`src/rtl/ram_arb2_rr.sv`:
```
// rtl/ram_arb2_rr.sv - two-master arbiter onto one req/ack/resp memory port with in-order read routing
module ram_arb2_rr #(
    parameter int MAX_OUTSTANDING = 4,
    parameter bit RR_EN           = 1'b1
) (
    input  logic        clk_i,
    input  logic        rst_i,
    input  logic        bus0_req_i,
    input  logic        bus0_we_i,
    input  logic [31:0] bus0_addr_bi,
    input  logic [3:0]  bus0_be_bi,
    input  logic [31:0] bus0_wdata_bi,
    output logic        bus0_ack_o,
    output logic        bus0_resp_o,
    output logic [31:0] bus0_rdata_bo,
    input  logic        bus1_req_i,
    input  logic        bus1_we_i,
    input  logic [31:0] bus1_addr_bi,
    input  logic [3:0]  bus1_be_bi,
    input  logic [31:0] bus1_wdata_bi,
    output logic        bus1_ack_o,
    output logic        bus1_resp_o,
    output logic [31:0] bus1_rdata_bo,
    output logic        ram_req_o,
    output logic        ram_we_o,
    output logic [31:0] ram_addr_bo,
    output logic [3:0]  ram_be_bo,
    output logic [31:0] ram_wdata_bo,
    input  logic        ram_ack_i,
    input  logic        ram_resp_i,
    input  logic [31:0] ram_rdata_bi,
    output logic        err_o
);
    localparam int PW = $clog2(MAX_OUTSTANDING);
    localparam int CW = PW + 1;

    logic          last_grant_q, last_grant_d;
    logic          lock_q, lock_d;
    logic          lock_idx_q, lock_idx_d;
    logic          fifo_q [MAX_OUTSTANDING];
    logic          fifo_d [MAX_OUTSTANDING];
    logic [PW-1:0] wr_ptr_q, wr_ptr_d;
    logic [PW-1:0] rd_ptr_q, rd_ptr_d;
    logic [CW-1:0] count_q, count_d;
    logic          err_q, err_d;

    logic grant, req_g, full, empty, accept, push, pop, head;

    // Pick the granted master: frozen while a handshake is pending, otherwise RR or fixed priority
    always_comb begin
        grant = 1'b0;
        if (lock_q) begin
            grant = lock_idx_q;
        end else if (bus0_req_i && bus1_req_i) begin
            grant = RR_EN ? ~last_grant_q : 1'b0;
        end else begin
            grant = bus1_req_i;
        end
    end

    // Memory-side mux, read back-pressure on the registered count, ack/resp routing
    always_comb begin
        req_g        = grant ? bus1_req_i    : bus0_req_i;
        ram_we_o     = grant ? bus1_we_i     : bus0_we_i;
        ram_addr_bo  = grant ? bus1_addr_bi  : bus0_addr_bi;
        ram_be_bo    = grant ? bus1_be_bi    : bus0_be_bi;
        ram_wdata_bo = grant ? bus1_wdata_bi : bus0_wdata_bi;
        full         = (count_q == CW'(MAX_OUTSTANDING));
        empty        = (count_q == '0);
        ram_req_o    = ~rst_i & req_g & (ram_we_o | ~full);
        accept       = ram_req_o & ram_ack_i;
        push         = accept & ~ram_we_o;
        pop          = ~rst_i & ram_resp_i & ~empty;
        head         = fifo_q[rd_ptr_q];
        bus0_ack_o   = accept & ~grant;
        bus1_ack_o   = accept & grant;
        bus0_resp_o  = pop & ~head;
        bus1_resp_o  = pop & head;
        bus0_rdata_bo = ram_rdata_bi;
        bus1_rdata_bo = ram_rdata_bi;
        err_o        = err_q;
    end

    // Next state: lock, last grant, read-ID FIFO and sticky error
    always_comb begin
        last_grant_d = last_grant_q;
        lock_d       = lock_q;
        lock_idx_d   = lock_idx_q;
        fifo_d       = fifo_q;
        wr_ptr_d     = wr_ptr_q;
        rd_ptr_d     = rd_ptr_q;
        count_d      = count_q;
        err_d        = err_q | (ram_resp_i & empty);
        if (accept) begin
            lock_d       = 1'b0;
            last_grant_d = grant;
        end else if (ram_req_o) begin
            lock_d     = 1'b1;
            lock_idx_d = grant;
        end
        if (push) begin
            fifo_d[wr_ptr_q] = grant;
            wr_ptr_d         = wr_ptr_q + 1'b1;
        end
        if (pop) begin
            rd_ptr_d = rd_ptr_q + 1'b1;
        end
        if (push && !pop) begin
            count_d = count_q + 1'b1;
        end else if (pop && !push) begin
            count_d = count_q - 1'b1;
        end
    end

    // State registers with synchronous reset; bus0 wins the first contended grant
    always_ff @(posedge clk_i) begin
        if (rst_i) begin
            last_grant_q <= 1'b1;
            lock_q       <= 1'b0;
            lock_idx_q   <= 1'b0;
            fifo_q       <= '{default: 1'b0};
            wr_ptr_q     <= '0;
            rd_ptr_q     <= '0;
            count_q      <= '0;
            err_q        <= 1'b0;
        end else begin
            last_grant_q <= last_grant_d;
            lock_q       <= lock_d;
            lock_idx_q   <= lock_idx_d;
            fifo_q       <= fifo_d;
            wr_ptr_q     <= wr_ptr_d;
            rd_ptr_q     <= rd_ptr_d;
            count_q      <= count_d;
            err_q        <= err_d;
        end
    end
endmodule

```
`config.mk`:
```
export PLATFORM = sky130hd
export DESIGN_NAME = ram_arb2_rr
export DESIGN_NICKNAME = d
export VERILOG_FILES = /design/src/rtl/ram_arb2_rr.sv
export SDC_FILE = /design/constraint.sdc
export NUM_CORES = 1
export LEC_CHECK = 0
export BUFFER_PORTS_ARGS = -buffer_cell sky130_fd_sc_hd__buf_2
export CAP_MARGIN = 20
export CELL_PAD_IN_SITES_DETAIL_PLACEMENT = 0
export CELL_PAD_IN_SITES_GLOBAL_PLACEMENT = 1
export CORE_MARGIN = 10
export CORE_UTILIZATION = 18
export DETAILED_ROUTE_END_ITERATION = 8
export PLACE_DENSITY = 0.88
export SYNTH_ARGS = -nofsm -noshare
export SYNTH_HDL_FRONTEND = slang
export SYNTH_SLANG_ARGS = --single-unit
```
`constraint.sdc`:
```
create_clock -name clk_i -period 7.7 [get_ports clk_i]
set_input_delay 1.155 -clock clk_i [delete_from_list [all_inputs] [get_ports clk_i]]
set_output_delay 1.155 -clock clk_i [all_outputs]
set_load 0.03 [all_outputs]
```
Word level (Yosys, flattened, before mapping)
Index checks and enable logic that the tools add are counted.

Word-level logic and storage cells: 67. Output and inout bits: 139. Bits in registers: 15. Bits in latches: 0. Memory bits (read-only): 0. Input bits: 176. Memories: 0. Memory bits (writable): 0.

Bitwise gates (word level): 23. Div/mod/pow operators: 0. Multiplexer cells: 15. Add/subtract/negate cells: 4. Multiply operators: 0. Shift-type cells: 0. Eq/ne operators: 1. Reduce and logical (&&, ||, !) cells: 10. Magnitude comparators: 3.

Operators with widths (count): $mux 32 (2); $and 1x1->1 (11); $not 1->1 (8); $mux 1 (7); $ge 3x3->1 const B (2); $mux 3 (2); $not 2->3 (2); $add 2x1->2 const B (2); $bwmux 4 (1); $logic_and 1x1->1 (4); $mux 4 (1); $add 3x1->3 const B (1); $eq 3x3->1 const B (1); $logic_not 3->1 (1); $lt 3x1->1 const B (1); $sub 3x1->3 const B (1); $bmux 1 s2 (1); $demux 1 s2 (1); $logic_not 1->1 (2); $or 1x1->1 (2); $reduce_and 2->1 (1); $reduce_bool 2->1 (1); $reduce_or 2->1 (1).

Depth between registers and ports, before layout
Gate-level depths: netlist of run 1.

Depth in word-level cells: 12. Depth in mapped cells: 10. Gate-level depth less buffers: 9.

Worst setup path after synthesis of run 1
OpenSTA, ideal clock, no wires.

Path type: input -> output. Start point: in bus1_req_i. End point: out bus0_ack_o. Required time: 6.545 ns. Path buffers: 2. Stages: 5. Data arrival time: 2.710 ns. Slack: 3.835 ns. Path through: and2b_2 > a22o_2 > clkbuf_1 > clkbuf_1 > nor3_1.

Cells in the longest elaborated chain, start to end: 8. Elaborated cells on any way between the ends: 11. Those cells by class: mux: 4; bitwise: 6; reduce/logical: 1.

Ends and longest elaborated chain: from (decl) (RTL line 16) `input logic bus1_req_i,`; $logic_and 1x1->1 (RTL line 54) `end else if (bus0_req_i && bus1_req_i) begin`; $mux 1 (RTL line 54); $mux 1 (RTL line 52) `if (lock_q) begin`; $mux 1 (on tied branches) (RTL line 63, 64); $and 1x1->1 / $or 1x1->1 (equally long branches) (RTL line 70) `ram_req_o = ~rst_i & req_g & (ram_we_o | ~full);`; $and 1x1->1 (RTL line 70); $and 1x1->1 (RTL line 71) `accept = ram_req_o & ram_ack_i;`; $and 1x1->1 (*) (RTL line 75) `bus0_ack_o = accept & ~grant;`; to (decl) (RTL line 13) `output logic bus0_ack_o,`.

Every way passes the cells marked *; elsewhere a longest branch is shown, timed or not.

Worst setup path after layout of run 1
Start point: in bus1_req_i. End point: out ram_req_o.

Cells in the longest elaborated chain, start to end: 6. Elaborated cells on any way between the ends: 8. Those cells by class: mux: 4; bitwise: 3; reduce/logical: 1.

Ends and longest elaborated chain: $logic_and 1x1->1 (RTL line 54); $mux 1 (RTL line 54); $mux 1 (RTL line 52); $mux 1 (on tied branches) (RTL line 63, 64); $and 1x1->1 / $or 1x1->1 (equally long branches) (RTL line 70); $and 1x1->1 (*) (RTL line 70); to (decl) (RTL line 24) `output logic ram_req_o,`.

Marks and branches as above.

==> summary.md, run 1 <==
| Metric | Value |
|---|---|
| Outcome | finished clean |
| Remaining Overflow, GRT | 0 |
| Clk Latency, worst-skew pair | around 0.25 ns |
| Drc violations | 0 |
| Post-synth top flop | dfxtp_1 |
| CP bufs+invs | 3 |
| Row cnt | 40 |
| Clk sinks | 15 |
| Slowest-stage cell, CP | buf_4 |
| H-tree levels | 1 |
| Worst Tran Pin Value | between 0.7 and 0.8 ns |
| Area of the multi-input gates | around 0.0013 mm2 |
| Cell Chain, Critical Path | buf_2, and2b_2, a22o_2, buf_4, a21o_1, o21ba_2, buf_2 |
| Number of I/O port buffers | ~220 |
| Die area | about 0.017 mm2 |
| Max Freq | 258.1 MHz |
| Unrepaired setup endpoints after global routing | no |
| P_leak | approximately 1.8 nW |
| Syn_nets | between 500 and 600 |
| Cell variety after synth | 32 |
| Starting DRC count in detailed routing | 85 |
| Mapped Cells | approximately 370 |
| Synth area leaders | nand2_1 (36%), buf_4 (22%), dfxtp_1 (14%), ha_1 (2.9%), clkbuf_1 (2.4%) |
| Critical path required time | around 6.6 ns |
| Gr usage total | under 10% |
| WS Path Type | primary input to primary output |
| Final Hold Viols | 0 |
| Vias in the first global route | roughly 2600 |
| Number of flops mapped to enable cells by yosys | 0 |
| Storage cell area | approximately 300 um2 |
| Hold crit path type | flop to flop |
| Initial antenna violation count | 0 |
| Pwr Density | roughly 170 mW/mm2 |
| Maxcap violations | 0 |
| CTS tree | built |
| Slew Viols, Final | 0 |
| Synth top cells by count | nand2_1 (208), buf_4 (64), dfxtp_1 (15), clkbuf_1 (14), nor2_1 (13) |
| WL final | roughly 8800 um |
| DRT antenna net count | 0 |
| Critical Path Stages | 7 |
| Fillers | 1365 |
| Yosys reg bits | 15 |
| Synth top area share | a little over a third |
| Mapped Avg Cell Area | 5.820 um2 |
| Via density | about 4.0 |
| Reg2reg end | count_q[2]$_SDFFE_PP0P_ |
| Place WS | around 3.8 ns |
| # IOs | ~320 |
| Fin nets | around 700 |
| YS warnings | 0 |
| Worst reg2reg startpoint | lock_q$_SDFFE_PP0N_ |
| Post-CTS sizing | 0 |
| Fraction of layout cells with a size suffix above 1 | between 40% and 50% |
| Die H | around 130 um |
| Crit path max fanout | 73 |
| DR vias | about 2600 |
| Clk_skew | between 0.006 and 0.007 ns |
| Cts hold-fix bufs | 0 |
| Final WS setup | 3.826 ns |
| Top cell type by total area after synthesis | nand2_1 |
| Most common cell in the synthesized netlist | nand2_1 |
| Worst Setup End Kind | primary output |
| WL/cell | about 13 um |
| Ys async rst share | 0% |
| Setup bufs post-CTS | 0 |
| Worst r2r path cells | 9 |
| DIE WIDTH | between 100 and 150 um |
| Endpoints failing setup | 0 |
| Pre-Repair DR Iteration Count | 4 |
| R2R Setup Slk | about 4.6 ns |
| Sequential share of the synthesized area | between 10% and 20% |
| Family with the most delay on the worst path | compound AO/OA/AOI/OAI gates |
| CP Capture Point | ram_req_o |
| Initial Utilization | a little under a fifth |
| Slew headroom | 49.55% |
| Clock-pin slew of the registers on the worst-case setup and hold paths | 0.05 ns |
| Final cycle utilization of the critical path | between 50% and 60% |
| Largest net degree at the start of global routing | between 70 and 80 |
| First-pass GRT wire length | around 13000 um |
| Dpl hpwl | about 7400 um |
| Worst Setup SP | bus1_req_i |
| Diode count | 0 |
| Final setup TNS | 0 ns |
| Routability cong. | about 0.8 |
| Clk buf depth | 2 |
| Crit path largest cell delay | 0.32 ns |
| Worst ir drop on vdd | 0.07582 mV |
| Arr. time, crit path | roughly 2.7 ns |
| Clock root buffer | clkbuf_16 |
| Area delta synth->final | 36.83% |
| Final min period | slightly below 4 ns |
| Core ar. | roughly 0.012 mm2 |
| Cts bufs inserted | 3 |
| Startpoint Class | primary input |
| Post-Syn Area | between 0.002 and 0.0025 mm2 |
| CP most frequent cell | buf_2 |
## cell usage in the layout, fill, tap and decap left out, drive strengths merged, types with 3 or more instances in the layout
master,netlist,final
nor2,13,13
a21oi,6,6
o21ai,4,4
ha,5,5
xor2,3,3
buf,68,221
nand2,208,208
clkbuf,14,3
a311oi,4,4
inv,7,7
dfxtp,15,15
## routing by layer
layer	track usage, %	vias up	part of all wire [%]
met2	15.20	157	48
met4	3.108	0	2.3
met1	9.500	1070	36
met3	4.746	25	14
met5	0	-	0
li1	-	1382	-
## worst reg2reg max path: stages, from the launching register on
cell	delay, ns
dfxtp_1	0.45
and2b_2	0.27
a22o_2	0.26
a2111oi_4	0.74
ha_1	0.30
inv_1	0.06
fa_1	0.38
xor2_1	0.15
or3_1	0.30
a21oi_1	0.14
## through the flow
step	utilization [%]	cells	cell area [um2]	hold slack (ns)	total power [W]
after floorplan	-	373	2171	0.4771	0.0003549
after global placement	24.26	659	2890	0.4476	0.0003944
after detailed placement	24.26	659	2890	0.4543	0.0003942
after CTS	24.94	663	2970	0.4667	0.0004972
after global routing	24.94	663	2970	0.5192	0.0005314
final	24.94	663	2970	0.4598	0.0004907
## worst min path at each step
stage                            start  slack (ns)  depth (start not counted)                      end
3_5_place_dp          err_o$_SDFF_PP0_        0.45                          2         err_o$_SDFF_PP0_
5_1_grt               err_o$_SDFF_PP0_        0.52                          2         err_o$_SDFF_PP0_
3_3_place_gp          err_o$_SDFF_PP0_        0.45                          2         err_o$_SDFF_PP0_
2_1_floorplan  count_q[2]$_SDFFE_PP0P_        0.48                          2  count_q[2]$_SDFFE_PP0P_
6_report              err_o$_SDFF_PP0_        0.46                          2         err_o$_SDFF_PP0_
4_1_cts               err_o$_SDFF_PP0_        0.47                          2         err_o$_SDFF_PP0_
## power by group
group          leakage (nW)  switching [W]  internal [W]
combinational          1.66       0.000197     0.0000980
clock                0.0409      0.0000322     0.0000693
sequential            0.122     0.00000880     0.0000858
total                  1.83       0.000238      0.000253
## cells by family (layout without fill, tap and decap cells)
| group | count (synthesis) | in the layout | synth area share [%] |
|---|---|---|---|
| DFF | 15 | 15 | 13.83 |
| AOI/OAI and AO/OA | 25 | 25 | 9.626 |
| xor gates and xnor gates | 5 | 5 | 2.018 |
| adders and majority gates | 6 | 6 | 3.804 |
| muxes | 3 | 3 | 1.960 |
| and+or+nand+nor | 230 | 230 | 40.92 |
| buffers and inverters | 89 | 232 | 27.84 |
## state kept, by name, indices dropped and copies added, names as in the netlist
name,count
last_grant_q,1
fifo_q,4
wr_ptr_q,2
rd_ptr_q,2
count_q,3
err_o,1
lock_idx_q,1
lock_q,1
## final cells by class
type	instances	share of cell area [%]
Clock buffer	3	2.527
Clock inverter	1	0.1685
Inverter	7	0.8846
Multi-Input combinational cell	269	42.63
Sequential cell	15	10.11
Tap cell	147	6.192
Timing Repair Buffer	221	37.49
(Power assumes the default switching activity.)
==> inputs of run 2 (changes only) <==
Settings changed: CORE_UTILIZATION 18 to 15, PLACE_DENSITY 0.88 to 0.79.
Clock period 7.7 ns to 3.3 ns, I/O delays scaled along.
==> summary.md, run 2 (same netlist as run 1, synthesis figures left out) <==
| Metric | Value |
|---|---|
| Area of the multi-input gates | around 0.0013 mm2 |
| Critical path required time | about 2.8 ns |
| Final Hold Viols | 0 |
| Largest net degree at the start of global routing | 74 |
| Pwr Density | 379.1 mW/mm2 |
| Core ar. | 0.01404 mm2 |
| Max Freq | around 360 MHz |
| Initial antenna violation count | 0 |
| Dpl hpwl | 7463 um |
| Startpoint Class | flop |
| Reg2reg end | count_q[2]$_SDFFE_PP0P_ |
| Number of I/O port buffers | 218 |
| Die area | 0.01968 mm2 |
| Commonest non-fill, non-tap cells in the layout | buf_2 (218), nand2_1 (208), dfxtp_1 (15) |
| Die H | between 100 and 150 um |
| Post-DP Area | around 0.0030 mm2 |
| Final min period | roughly 2.8 ns |
| Storage cell area | about 300 um2 |
| Clk Latency, worst-skew pair | ~0.24 ns |
| Clock-pin slew of the registers on the worst-case setup and hold paths | around 0.050 ns |
| Setup bufs post-CTS | 0 |
| Cts hold-fix bufs | 0 |
| Area delta synth->final | 39.65% |
| Worst r2r path cells | 9 |
| H-tree levels | 1 |
| Diode count | 0 |
| Max reg flops | 4 |
| Fillers | roughly 1600 |
| Worst Tran Pin Value | approximately 0.74 ns |
| WL final | ~9000 um |
| Worst ir drop on vdd | about 0.15 mV |
| Hold path depth | 2 |
| Row cnt | 43 |
| Cts bufs inserted | 3 |
| DR vias | 2657 |
| Gr usage total | 8.246% |
| Clock root buffer | clkbuf_16 |
| Drc violations | 0 |
| Clk buf depth | 2 |
| Slew Viols, Final | 0 |
| Arr. time, crit path | around 2.3 ns |
| Maxcap violations | 0 |
| Slew headroom | ~51% |
| WL/cell | around 13 um |
| Vias in the first global route | ~2800 |
| Hold_sp | err_o$_SDFF_PP0_ |
| Fraction of layout cells with a size suffix above 1 | roughly 45% |
| Clk sinks | 15 |
| Via density | about 3.8 |
| Commonest non-fill, non-tap cell in the layout | buf_2 |
| Final setup TNS | 0 ns |
| Worst Hold Margin | 0.4603 ns |
| Final core utilization | roughly 22% |
| Endpoints failing setup | 0 |
| Clk_skew | 0.001133 ns |
| Remaining Overflow, GRT | 0 |
| Finished Cell Area | ~0.0030 mm2 |
| Crit path max fanout | 73 |
| CTS tree | built |
| P_leak | roughly 1.8 nW |
| Post-CTS sizing | 0 |
| Unrepaired setup endpoints after global routing | no |
| Fin nets | 700 |
| Routability cong. | 0.7704 |
| Hold Path End | err_o$_SDFF_PP0_ |
| Starting DRC count in detailed routing | ~100 |
| Initial Utilization | 15.46% |
| Worst Setup End Kind | primary output |
| DIE WIDTH | approximately 140 um |
| Hold crit path type | flop to flop |
| Top flop regs | fifo_q: 4 flops, count_q: 3 flops |
| R2R Setup Slk | around 0.59 ns |
| Outcome | finished clean |
| # IOs | roughly 320 |
| DRT antenna net count | 0 |
| Final cycle utilization of the critical path | ~84% |
| Worst reg2reg startpoint | lock_q$_SDFFE_PP0N_ |
| WS Path Type | flop to primary output |
| First-pass GRT wire length | roughly 14000 um |
| Most flops, register | fifo_q |
| Pre-Repair DR Iteration Count | 4 |
==> run 2: power by group <==
group          switching (W)  total, W  internal (W)
Combinational       0.000460  0.000691      0.000232
Clock              0.0000760  0.000238      0.000162
Sequential         0.0000198  0.000220      0.000200
==> run 2: area by class of cell <==
class | count | area share [%]
well taps | 180 | 7.429
multi-input cells | 269 | 41.77
clock buffers | 3 | 2.476
inverters | 7 | 0.8667
clock inverters | 1 | 0.1651
flip-flops and latches | 15 | 9.905
repair buffers | 222 | 37.39
==> run 2: worst max-delay path, cell delays in order (launching register included) <==
cell and delay [ns]:
dfxtp_1 0.45, and2b_2 0.27, a22o_2 0.26, buf_4 0.36
a21o_1 0.29, o21ba_2 0.21, buf_2 0.17
==> run 2: worst max-delay path by stage <==
stage,start,endpoint,slack (ns),cells past startpoint
2_1_floorplan,bus1_req_i,count_q[2]$_SDFFE_PP0P_,0.57,10
6_report,lock_q$_SDFFE_PP0N_,ram_req_o,0.54,6
4_1_cts,lock_q$_SDFFE_PP0N_,ram_req_o,0.52,6
3_5_place_dp,bus1_req_i,count_q[2]$_SDFFE_PP0P_,0.48,10
5_1_grt,lock_q$_SDFFE_PP0N_,bus1_ack_o,0.33,6
3_3_place_gp,bus1_req_i,count_q[2]$_SDFFE_PP0P_,0.54,10
==> run 2: metrics by stage <==
| step | setup slack (ns) | cells | total power [W] |
|---|---|---|---|
| finish | 0.5413 | 697 | 0.001149 |
| global route | 0.3327 | 697 | 0.001241 |
| CTS | 0.5213 | 697 | 0.001170 |
| detailed placement | 0.4845 | 693 | 0.0009266 |
| global placement | 0.5359 | 693 | 0.0009261 |
| floorplan | 0.5729 | 373 | 0.0008281 |
==> run 2: layer usage <==
| layer | vias to the layer above | share of wire, % | GRT usage (%) |
|---|---|---|---|
| li1 | 1379 | - | - |
| met5 | - | 0 | 0 |
| met2 | 146 | 50 | 15.07 |
| met3 | 28 | 12 | 3.922 |
| met4 | 0 | 2.3 | 2.826 |
| met1 | 1104 | 35 | 7.888 |
